$ cat src/rtl/disp_syncgen_if.sv
// rtl/disp_syncgen_if.sv - timing bundle from disp_syncgen to its consumers
//
// Carries the pixel/line counters, sync levels, display enable and strobes.
//   master : driven by disp_syncgen
//   slave  : character renderer / VGA pin driver side
//   HCNT, VCNT   pixel and line index (CW bits)
//   HSYNC, VSYNC sync levels, polarity set by the generator
//   DISP_EN      visible-area flag
//   LINE_END     pulse on the last pixel of every line
//   FRAME_START  pulse on pixel 0 of line 0
interface disp_syncgen_if #(
  parameter int CW = 10
);
  logic [CW-1:0] HCNT;
  logic [CW-1:0] VCNT;
  logic          HSYNC;
  logic          VSYNC;
  logic          DISP_EN;
  logic          LINE_END;
  logic          FRAME_START;

  modport master (
    output HCNT, VCNT, HSYNC, VSYNC, DISP_EN, LINE_END, FRAME_START
  );

  modport slave (
    input HCNT, VCNT, HSYNC, VSYNC, DISP_EN, LINE_END, FRAME_START
  );
endinterface

$ cat src/rtl/disp_syncgen.sv
// rtl/disp_syncgen.sv - display timing generator (counters, syncs, enable, strobes)
//
// Ports:
//   PCK      pixel clock, rising edge
//   RST_N    asynchronous active-low reset
//   sync_if  master side of disp_syncgen_if: HCNT, VCNT, HSYNC, VSYNC,
//            DISP_EN, LINE_END, FRAME_START
//
// Every output is a flop loaded from values decoded off the *next* counter
// values, so each output always describes the HCNT/VCNT shown in the same
// cycle while nothing combinational sits between the counters and the pins.
module disp_syncgen #(
  parameter int H_ACTIVE = 640,
  parameter int H_FP     = 16,
  parameter int H_SYNC   = 96,
  parameter int H_BP     = 48,
  parameter int V_ACTIVE = 480,
  parameter int V_FP     = 10,
  parameter int V_SYNC   = 2,
  parameter int V_BP     = 33,
  parameter int HS_POL   = 0,
  parameter int VS_POL   = 0,
  parameter int CW       = 10
) (
  input  logic PCK,
  input  logic RST_N,
  disp_syncgen_if.master sync_if
);

  typedef enum logic [1:0] {
    ST_ACTIVE = 2'd0,
    ST_FP     = 2'd1,
    ST_SYNC   = 2'd2,
    ST_BP     = 2'd3
  } state_t;

  localparam int H_SYNC_AT = H_ACTIVE + H_FP;
  localparam int H_BP_AT   = H_SYNC_AT + H_SYNC;
  localparam int H_TOTAL   = H_BP_AT + H_BP;
  localparam int V_SYNC_AT = V_ACTIVE + V_FP;
  localparam int V_BP_AT   = V_SYNC_AT + V_SYNC;
  localparam int V_TOTAL   = V_BP_AT + V_BP;

  localparam logic [CW-1:0] H_LAST = CW'(H_TOTAL - 1);
  localparam logic [CW-1:0] V_LAST = CW'(V_TOTAL - 1);

  localparam logic HS_ON = (HS_POL != 0);
  localparam logic VS_ON = (VS_POL != 0);

  // Reset parks the counters on the last pixel of the last line; the state
  // registers must agree with that position, which is BP unless BP is empty.
  localparam state_t H_RST_ST = (H_BP > 0) ? ST_BP : ST_SYNC;
  localparam state_t V_RST_ST = (V_BP > 0) ? ST_BP : ST_SYNC;

  logic [CW-1:0] hcnt_q, hcnt_d;
  logic [CW-1:0] vcnt_q, vcnt_d;
  state_t        hstate_q, hstate_d;
  state_t        vstate_q, vstate_d;
  logic          line_wrap;
  logic [31:0]   hn, vn;

  logic hsync_q, hsync_d;
  logic vsync_q, vsync_d;
  logic de_q, de_d;
  logic le_q, le_d;
  logic fs_q, fs_d;

  // State register: counters and both FSMs.
  always_ff @(posedge PCK or negedge RST_N) begin
    if (!RST_N) begin
      hcnt_q   <= H_LAST;
      vcnt_q   <= V_LAST;
      hstate_q <= H_RST_ST;
      vstate_q <= V_RST_ST;
    end else begin
      hcnt_q   <= hcnt_d;
      vcnt_q   <= vcnt_d;
      hstate_q <= hstate_d;
      vstate_q <= vstate_d;
    end
  end

  // Next-state logic: counters first, then FSM transitions keyed on the
  // next counter values. A zero-width porch makes its entry boundary
  // coincide with the following one, so the earlier branch jumps straight
  // past it.
  always_comb begin
    line_wrap = (hcnt_q == H_LAST);
    hcnt_d    = line_wrap ? '0 : hcnt_q + CW'(1);
    vcnt_d    = vcnt_q;
    if (line_wrap) begin
      vcnt_d = (vcnt_q == V_LAST) ? '0 : vcnt_q + CW'(1);
    end

    hn = 32'(hcnt_d);
    vn = 32'(vcnt_d);

    hstate_d = hstate_q;
    if (hn == 0) begin
      hstate_d = ST_ACTIVE;
    end else if (hn == H_ACTIVE) begin
      hstate_d = (H_FP > 0) ? ST_FP : ST_SYNC;
    end else if (hn == H_SYNC_AT) begin
      hstate_d = ST_SYNC;
    end else if (hn == H_BP_AT) begin
      hstate_d = ST_BP;
    end

    vstate_d = vstate_q;
    if (line_wrap) begin
      if (vn == 0) begin
        vstate_d = ST_ACTIVE;
      end else if (vn == V_ACTIVE) begin
        vstate_d = (V_FP > 0) ? ST_FP : ST_SYNC;
      end else if (vn == V_SYNC_AT) begin
        vstate_d = ST_SYNC;
      end else if (vn == V_BP_AT) begin
        vstate_d = ST_BP;
      end
    end
  end

  // Output decode from the next state / next counters.
  always_comb begin
    hsync_d = (hstate_d == ST_SYNC) ? HS_ON : ~HS_ON;
    vsync_d = (vstate_d == ST_SYNC) ? VS_ON : ~VS_ON;
    de_d    = (hstate_d == ST_ACTIVE) && (vstate_d == ST_ACTIVE);
    le_d    = (hcnt_d == H_LAST);
    fs_d    = (hcnt_d == '0) && (vcnt_d == '0);
  end

  // Output flops: reset drops sync to its idle level at once.
  always_ff @(posedge PCK or negedge RST_N) begin
    if (!RST_N) begin
      hsync_q <= ~HS_ON;
      vsync_q <= ~VS_ON;
      de_q    <= 1'b0;
      le_q    <= 1'b0;
      fs_q    <= 1'b0;
    end else begin
      hsync_q <= hsync_d;
      vsync_q <= vsync_d;
      de_q    <= de_d;
      le_q    <= le_d;
      fs_q    <= fs_d;
    end
  end

  assign sync_if.HCNT        = hcnt_q;
  assign sync_if.VCNT        = vcnt_q;
  assign sync_if.HSYNC       = hsync_q;
  assign sync_if.VSYNC       = vsync_q;
  assign sync_if.DISP_EN     = de_q;
  assign sync_if.LINE_END    = le_q;
  assign sync_if.FRAME_START = fs_q;

endmodule
$ cat src/flat_wrapper.sv
// flat-port wrapper written by rule: the top's interface ports become plain ports
module disp_syncgen_flat 
#(
  parameter int H_ACTIVE = 640,
  parameter int H_FP     = 16,
  parameter int H_SYNC   = 96,
  parameter int H_BP     = 48,
  parameter int V_ACTIVE = 480,
  parameter int V_FP     = 10,
  parameter int V_SYNC   = 2,
  parameter int V_BP     = 33,
  parameter int HS_POL   = 0,
  parameter int VS_POL   = 0,
  parameter int CW       = 10
)
  (PCK, RST_N, sync_if_HCNT, sync_if_VCNT, sync_if_HSYNC, sync_if_VSYNC, sync_if_DISP_EN, sync_if_LINE_END, sync_if_FRAME_START);
  disp_syncgen_if #(.CW(CW)) sync_if_i ();
  input  logic PCK;
  input  logic RST_N;
  output wire logic [$bits(sync_if_i.HCNT)-1:0] sync_if_HCNT;
  output wire logic [$bits(sync_if_i.VCNT)-1:0] sync_if_VCNT;
  output wire logic [$bits(sync_if_i.HSYNC)-1:0] sync_if_HSYNC;
  output wire logic [$bits(sync_if_i.VSYNC)-1:0] sync_if_VSYNC;
  output wire logic [$bits(sync_if_i.DISP_EN)-1:0] sync_if_DISP_EN;
  output wire logic [$bits(sync_if_i.LINE_END)-1:0] sync_if_LINE_END;
  output wire logic [$bits(sync_if_i.FRAME_START)-1:0] sync_if_FRAME_START;
  assign sync_if_HCNT = sync_if_i.HCNT;
  assign sync_if_VCNT = sync_if_i.VCNT;
  assign sync_if_HSYNC = sync_if_i.HSYNC;
  assign sync_if_VSYNC = sync_if_i.VSYNC;
  assign sync_if_DISP_EN = sync_if_i.DISP_EN;
  assign sync_if_LINE_END = sync_if_i.LINE_END;
  assign sync_if_FRAME_START = sync_if_i.FRAME_START;
  disp_syncgen #(.H_ACTIVE(H_ACTIVE), .H_FP(H_FP), .H_SYNC(H_SYNC), .H_BP(H_BP), .V_ACTIVE(V_ACTIVE), .V_FP(V_FP), .V_SYNC(V_SYNC), .V_BP(V_BP), .HS_POL(HS_POL), .VS_POL(VS_POL), .CW(CW)) u_core (.PCK(PCK), .RST_N(RST_N), .sync_if(sync_if_i));
endmodule
$ cat config.mk
export PLATFORM = sky130hd
export DESIGN_NAME = disp_syncgen_flat
export DESIGN_NICKNAME = d
export VERILOG_FILES = /design/src/rtl/disp_syncgen_if.sv /design/src/rtl/disp_syncgen.sv /design/src/flat_wrapper.sv
export SDC_FILE = /design/constraint.sdc
export NUM_CORES = 1
export LEC_CHECK = 0
export BUFFER_PORTS_ARGS = -buffer_cell sky130_fd_sc_hd__buf_2
export CAP_MARGIN = 20
export CORE_MARGIN = 5
export CORE_UTILIZATION = 43
export DETAILED_ROUTE_END_ITERATION = 10
export GPL_ROUTABILITY_DRIVEN = 0
export GPL_TIMING_DRIVEN = 0
export MAX_ROUTING_LAYER = met4
export PLACE_DENSITY = 0.66
export SETUP_SLACK_MARGIN = 0.4
export SLEW_MARGIN = 20
export SYNTH_ARGS = -nofsm -noshare
export SYNTH_HDL_FRONTEND = slang
export SYNTH_SLANG_ARGS = --single-unit
$ cat constraint.sdc
create_clock -name PCK -period 2.65 [get_ports PCK]
set_input_delay 0.53 -clock PCK [delete_from_list [all_inputs] [get_ports PCK]]
set_output_delay 0.53 -clock PCK [all_outputs]
set_load 0.1 [all_outputs]
== Word-level counts from Yosys, hierarchy flattened ==
Index checks and enable logic that the tools add are counted.
Widths: inputs -> output; s select.

* Bits in registers: 29
* Bits of input ports: 2
* Output and inout port bits: 25

* Add/subtract/negate cells: 2
* Equality and inequality tests: 11
* Muxes and demuxes: 14
* Reduce and logical (&&, ||, !) cells: 6

{| class="wikitable"
|+ Operators by type and width
! operator !! number
|-
| $eq 10x10->1 const B || 6
|-
| $eq 10x9->1 const B || 3
|-
| $mux 10 || 3
|-
| $add 10x1->10 const B || 2
|-
| $logic_not 10->1 || 2
|-
| $mux 2 || 9
|-
| $eq 2x2->1 const B || 2
|-
| $logic_not 2->1 || 2
|-
| $logic_and 1x1->1 || 2
|-
| $mux 1 || 2
|}

== Depth between registers and ports, before layout ==
* Depth after elaboration: 11
* Depth in mapped cells: 11

== Worst setup path before layout ==
No wires, ideal clock.

* Path type: register to register
* Start point: reg u_core.hcnt_q[0], in the netlist u_core.sync_if.HCNT[0]
* End point: reg u_core.de_q, in the netlist u_core.sync_if.DISP_EN
* Arrival: 3.253 ns
* Required time: 2.570 ns
* Setup slack: -0.683 ns
* Stages on the path, launching flop included: 10
* Buffers on the path: 0
* Clock period less this slack: 3.333 ns
* Path through: dfstp_2 > ha_1 > and4_1 > nand3_1 > o31a_1 > or2_2 > or4_4 > o31a_1 > o22a_4 > nor3_2

* Longest elaborated chain between the ends: 10

{| class="wikitable"
|+ RTL lines
! item !! line !! RTL
|-
| from (decl) || disp_syncgen.sv:55 || <nowiki>logic [CW-1:0] hcnt_q, hcnt_d;</nowiki>
|-
| from (signal assigned) || disp_syncgen.sv:76 || <nowiki>hcnt_q <= hcnt_d;</nowiki>
|-
| $eq 10x10->1 (*) || disp_syncgen.sv:88 || <nowiki>line_wrap = (hcnt_q == H_LAST);</nowiki>
|-
| $mux 10 (*) || disp_syncgen.sv:91 || <nowiki>if (line_wrap) begin</nowiki>
|-
| named net u_core.vcnt_d[8] || disp_syncgen.sv:56 || <nowiki>logic [CW-1:0] vcnt_q, vcnt_d;</nowiki>
|-
| $eq 10x9->1 || disp_syncgen.sv:117 || <nowiki>end else if (vn == V_BP_AT) begin</nowiki>
|-
| $mux 2 || disp_syncgen.sv:117 ||
|-
| $mux 2 || disp_syncgen.sv:115 || <nowiki>end else if (vn == V_SYNC_AT) begin</nowiki>
|-
| $mux 2 || disp_syncgen.sv:113 || <nowiki>end else if (vn == V_ACTIVE) begin</nowiki>
|-
| $mux 2 (*) || disp_syncgen.sv:111 || <nowiki>if (vn == 0) begin</nowiki>
|-
| $mux 2 (*) || disp_syncgen.sv:110 || <nowiki>if (line_wrap) begin</nowiki>
|-
| named net u_core.vstate_d[1] || disp_syncgen.sv:58 || <nowiki>state_t vstate_q, vstate_d;</nowiki>
|-
| $logic_not 2->1 (*) || disp_syncgen.sv:127 || <nowiki>de_d = (hstate_d == ST_ACTIVE) && (vstate_d == ST_ACTIVE);</nowiki>
|-
| $logic_and 1x1->1 (*) || disp_syncgen.sv:127 ||
|-
| named net u_core.de_d || disp_syncgen.sv:64 || <nowiki>logic de_q, de_d;</nowiki>
|-
| to (signal assigned) || disp_syncgen.sv:137 || <nowiki>de_q <= 1'b0;</nowiki>
|-
| to (signal assigned) || disp_syncgen.sv:143 || <nowiki>de_q <= de_d;</nowiki>
|-
| to (decl) || disp_syncgen.sv:64 ||
|}

Mark *: on every way through the listed nets, which the timed path passes. The rest lies on a longest branch.

== Worst setup path after layout ==
* Start point: reg u_core.vcnt_q[7], in the netlist u_core.sync_if.VCNT[7]
* End point: reg u_core.fs_q, in the netlist u_core.sync_if.FRAME_START

* Longest elaborated chain between the ends: 5

{| class="wikitable"
|+ RTL lines
! item !! line !! RTL
|-
| from (decl) || disp_syncgen.sv:56 ||
|-
| from (signal assigned) || disp_syncgen.sv:77 || <nowiki>vcnt_q <= vcnt_d;</nowiki>
|-
| $eq 10x10->1 || disp_syncgen.sv:92 || <nowiki>vcnt_d = (vcnt_q == V_LAST) ? '0 : vcnt_q + CW'(1);</nowiki>
|-
| $mux 10 || disp_syncgen.sv:92 ||
|-
| $mux 10 || disp_syncgen.sv:91 ||
|-
| named net u_core.vcnt_d[3] || disp_syncgen.sv:56 ||
|-
| $logic_not 10->1 || disp_syncgen.sv:129 || <nowiki>fs_d = (hcnt_d == '0) && (vcnt_d == '0);</nowiki>
|-
| $logic_and 1x1->1 || disp_syncgen.sv:129 ||
|-
| named net u_core.fs_d || disp_syncgen.sv:66 || <nowiki>logic fs_q, fs_d;</nowiki>
|-
| to (signal assigned) || disp_syncgen.sv:145 || <nowiki>fs_q <= fs_d;</nowiki>
|-
| to (decl) || disp_syncgen.sv:66 ||
|}

The timed path passes the listed nets, and every way through them passes these cells.

==> flow_metrics.py <==
metrics = {
    "run_status": {
        "status": "finished, violations left",
        "violations": "setup timing",
    },
    "job": {
        "maxCapViolCount": 0,
    },
    "placement": {
        "portBuffers": 26,
        "preCtsSetupSlack_ns": -0.475,
        "hpwl_microns": 2990,
    },
    "route": {
        "num_vias": 1693,
        "routed_wl_microns": 4690,
        "drt_iter0_markers": 136,
        "drc": 0,
        "viasPerCell": 5.66,
        "wl_per_cell_microns": 15.7,
        "postRouteAntennaNets": 0,
        "drt_pre_antenna_iters": 4,
    },
    "sta": {
        "worst_slack_ns": -0.161,
        "final.setup_skew_ns": 0.00748,
        "finalHoldViolCount": 0,
        "slew_headroom_pct": 57.8,
        "drv_slew": 0,
        "finalCriticalPeriod_ns": 2.81,
        "fin_setup_tns_ns": -0.386,
        "setup_viol": 4,
        "hold-worst-slack_ns": 0.264,
        "fmax_mhz": 356,
        "fin_crit_sh_pct": 106,
        "rsz0062_at_grt": "true",
        "tightest_slew_ns": 0.633,
    },
    "die": {
        "dieArea_sq_um": 5510,
        "rows": 23,
        "die_y_microns": 74.3,
        "start_util_pct": 44.4,
        "core_sq_um": 4000,
        "ios": 27,
        "fp.dieW_microns": 74.3,
    },
    "synthesis": {
        "syn_area_sq_um": 1780,
        "syn_nets": 199,
        "ys.warnings.count": 0,
        "synth_enable_flop_cells": 0,
        "synthTopCellsByCount": "dfstp_2, nand2_1, nor2_1, dfrtp_1, nand3_1",
        "yosys-top-cells-area": "dfstp_2, dfrtp_1, xor2_1",
        "synth_ff_type": "dfstp_2",
        "synth_most_common_cell": "dfstp_2",
        "yosysUniqueCellTypes": 51,
        "synthCells": 192,
        "synth-seq-cells": 29,
        "ys_seq_area_share_pct": 42.0,
        "syn_area_per_cell_sq_um": 9.25,
        "yosysTopAreaCell": "dfstp_2",
        "ys_async_sr_fraction_pct": 100,
        "synth_top_area_share_pct": 23.7,
    },
    "pwr": {
        "cellPowerDensity_nw_per_um2": 308,
        "leakage_nw": 1.12,
        "p_total_w": 0.000800,
        "ir_drop_mv": 0.295,
    },
    "critical_path": {
        "critPathMaxFanout": 4,
        "cp_data_required_time_ns": 2.86,
        "crit_path_start_kind": "flip-flop",
        "r2r_cells": 8,
        "critPathArrivalTime_ns": 3.02,
        "r2r-end": "u_core.sync_if.FRAME_START",
        "crit_path_end_kind": "flip-flop",
        "regToRegStartpoint": "u_core.sync_if.VCNT[7]",
        "reg2reg_slack_ns": -0.16,
        "path_class": "reg -> reg",
    },
    "cells_and_area": {
        "antenna_cells": 0,
        "area_delta_synth_final_pct": 46.5,
        "drive_gt1_share_pct": 55.0,
        "nets": 255,
    },
    "clock_network": {
        "cts-root-buf": "clkbuf_8",
        "tritoncts": "built",
        "cts_buffer_depth": 2,
        "clkTransAtPathRegs_ns": 0.07,
        "cts.sinks": 29,
        "clock_latency_ns": 0.28,
        "ctsHtreeMaxLevel": 2,
        "cts_buffers": 5,
    },
    "grt": {
        "antenna_found_initial": 0,
        "grt_pass1_vias": 1533,
        "overflow": 0,
        "grt_use_total_pct": 18.1,
        "grt_pass1_wl_microns": 7400,
        "grt_max_degree": 30,
    },
    "min_path": {
        "hp-class": "in -> async",
    },
}
## power by group
group | internal [W] | switching [W] | total [W]
sequential | 0.000443 | 0 | 0.000443
clock | 0.000181 | 0.000167 | 0.000348
combinational | 0.000000528 | 0.00000812 | 0.00000865
## worst max-delay path, stage by stage (launching register included)
cell and delay (ns):
dfrtp_4 0.47, or4_4 0.55, or4_4 0.43, buf_6 0.14
and3_4 0.17, a211oi_4 0.24, inv_2 0.09, or4b_4 0.53
nor2_4 0.11
## final cells by class
cell class	instances	area, sq um
inverters	9	33.8
fillers	305	1400
well taps	50	62.6
flip-flops and latches	29	792
clock inverters	2	10.0
clock buffers	6	72.6
plain buffers	7	66.3
multi-input cells	147	1250
repair buffers	49	310
## per-layer routing
metal | GRT usage, % | vias up | routed length [microns]
met5 | - | - | 0
met4 | 4.15 | 0 | 46
met3 | 4.46 | 6 | 212
met2 | 29.0 | 34 | 2350
met1 | 23.2 | 827 | 2080
li1 | - | 826 | -
## worst max-delay path by stage
stage | startpoint | to | depth (start not counted)
2_1_floorplan | u_core.sync_if.VCNT[7] | u_core.sync_if.DISP_EN | 9
3_3_place_gp | u_core.sync_if.HCNT[0] | u_core.sync_if.FRAME_START | 9
3_5_place_dp | u_core.sync_if.HCNT[0] | u_core.sync_if.FRAME_START | 9
4_1_cts | u_core.sync_if.VCNT[7] | u_core.sync_if.FRAME_START | 8
5_1_grt | u_core.sync_if.HCNT[8] | u_core.sync_if.DISP_EN | 8
6_report | u_core.sync_if.VCNT[7] | u_core.sync_if.FRAME_START | 8
## cell families after synthesis
| group | synth area share, % |
|---|---|
| XOR/XNOR | 5.43 |
| multiplexers | 0.564 |
| buffers and inverters | 3.52 |
| AND/OR/NAND/NOR | 28.5 |
| flip-flops | 42.0 |
| adder cells (fa/ha/maj) | 3.52 |
| AO/OA/AOI/OAI | 16.5 |
## sequential cells by signal, indices dropped and copies added (netlist names)
| register | count |
|---|---|
| u_core.sync_if.DISP_EN | 1 |
| u_core.vstate_q | 2 |
| u_core.sync_if.LINE_END | 1 |
| u_core.sync_if.VSYNC | 1 |
| u_core.sync_if.HCNT | 10 |
| u_core.sync_if.HSYNC | 1 |
| u_core.hstate_q | 2 |
| u_core.sync_if.VCNT | 10 |
| u_core.sync_if.FRAME_START | 1 |
## per-stage QoR
stage | instance area (sq um) | instances | utilization [%]
finish | 2600 | 299 | 65.0
detailed placement | 2060 | 268 | 51.5
floorplan | 1870 | 192 | -
global placement | 2060 | 268 | 51.5
CTS | 2420 | 291 | 60.4
global route | 2600 | 299 | 65.0
## layout by cell type (no fill, tap or decap), types with 5 or more instances in the layout
cell | Yosys | final
o21ai_0 | 8 | 6
xor2_1 | 9 | 6
dfstp_2 | 16 | 10
clkbuf_8 | 0 | 6
buf_4 | 0 | 21
a21oi_1 | 8 | 7
nand3_1 | 11 | 10
nand2_1 | 15 | 13
nor2_1 | 14 | 9
inv_1 | 8 | 7
buf_2 | 2 | 26
dfrtp_4 | 0 | 5
dfstp_4 | 0 | 6
nor3_1 | 6 | 5
## timing repair
item | in CTS | in global routing
endpoints found under the setup margin | 10 | 9
hold endpoints to repair | 0 | 0
pin swaps | 16 | 13
setup buffers | 15 | 8
hold buffers | 0 | 0
resized for setup | 37 | 27
Note: power is estimated with default switching activity, not from simulation.
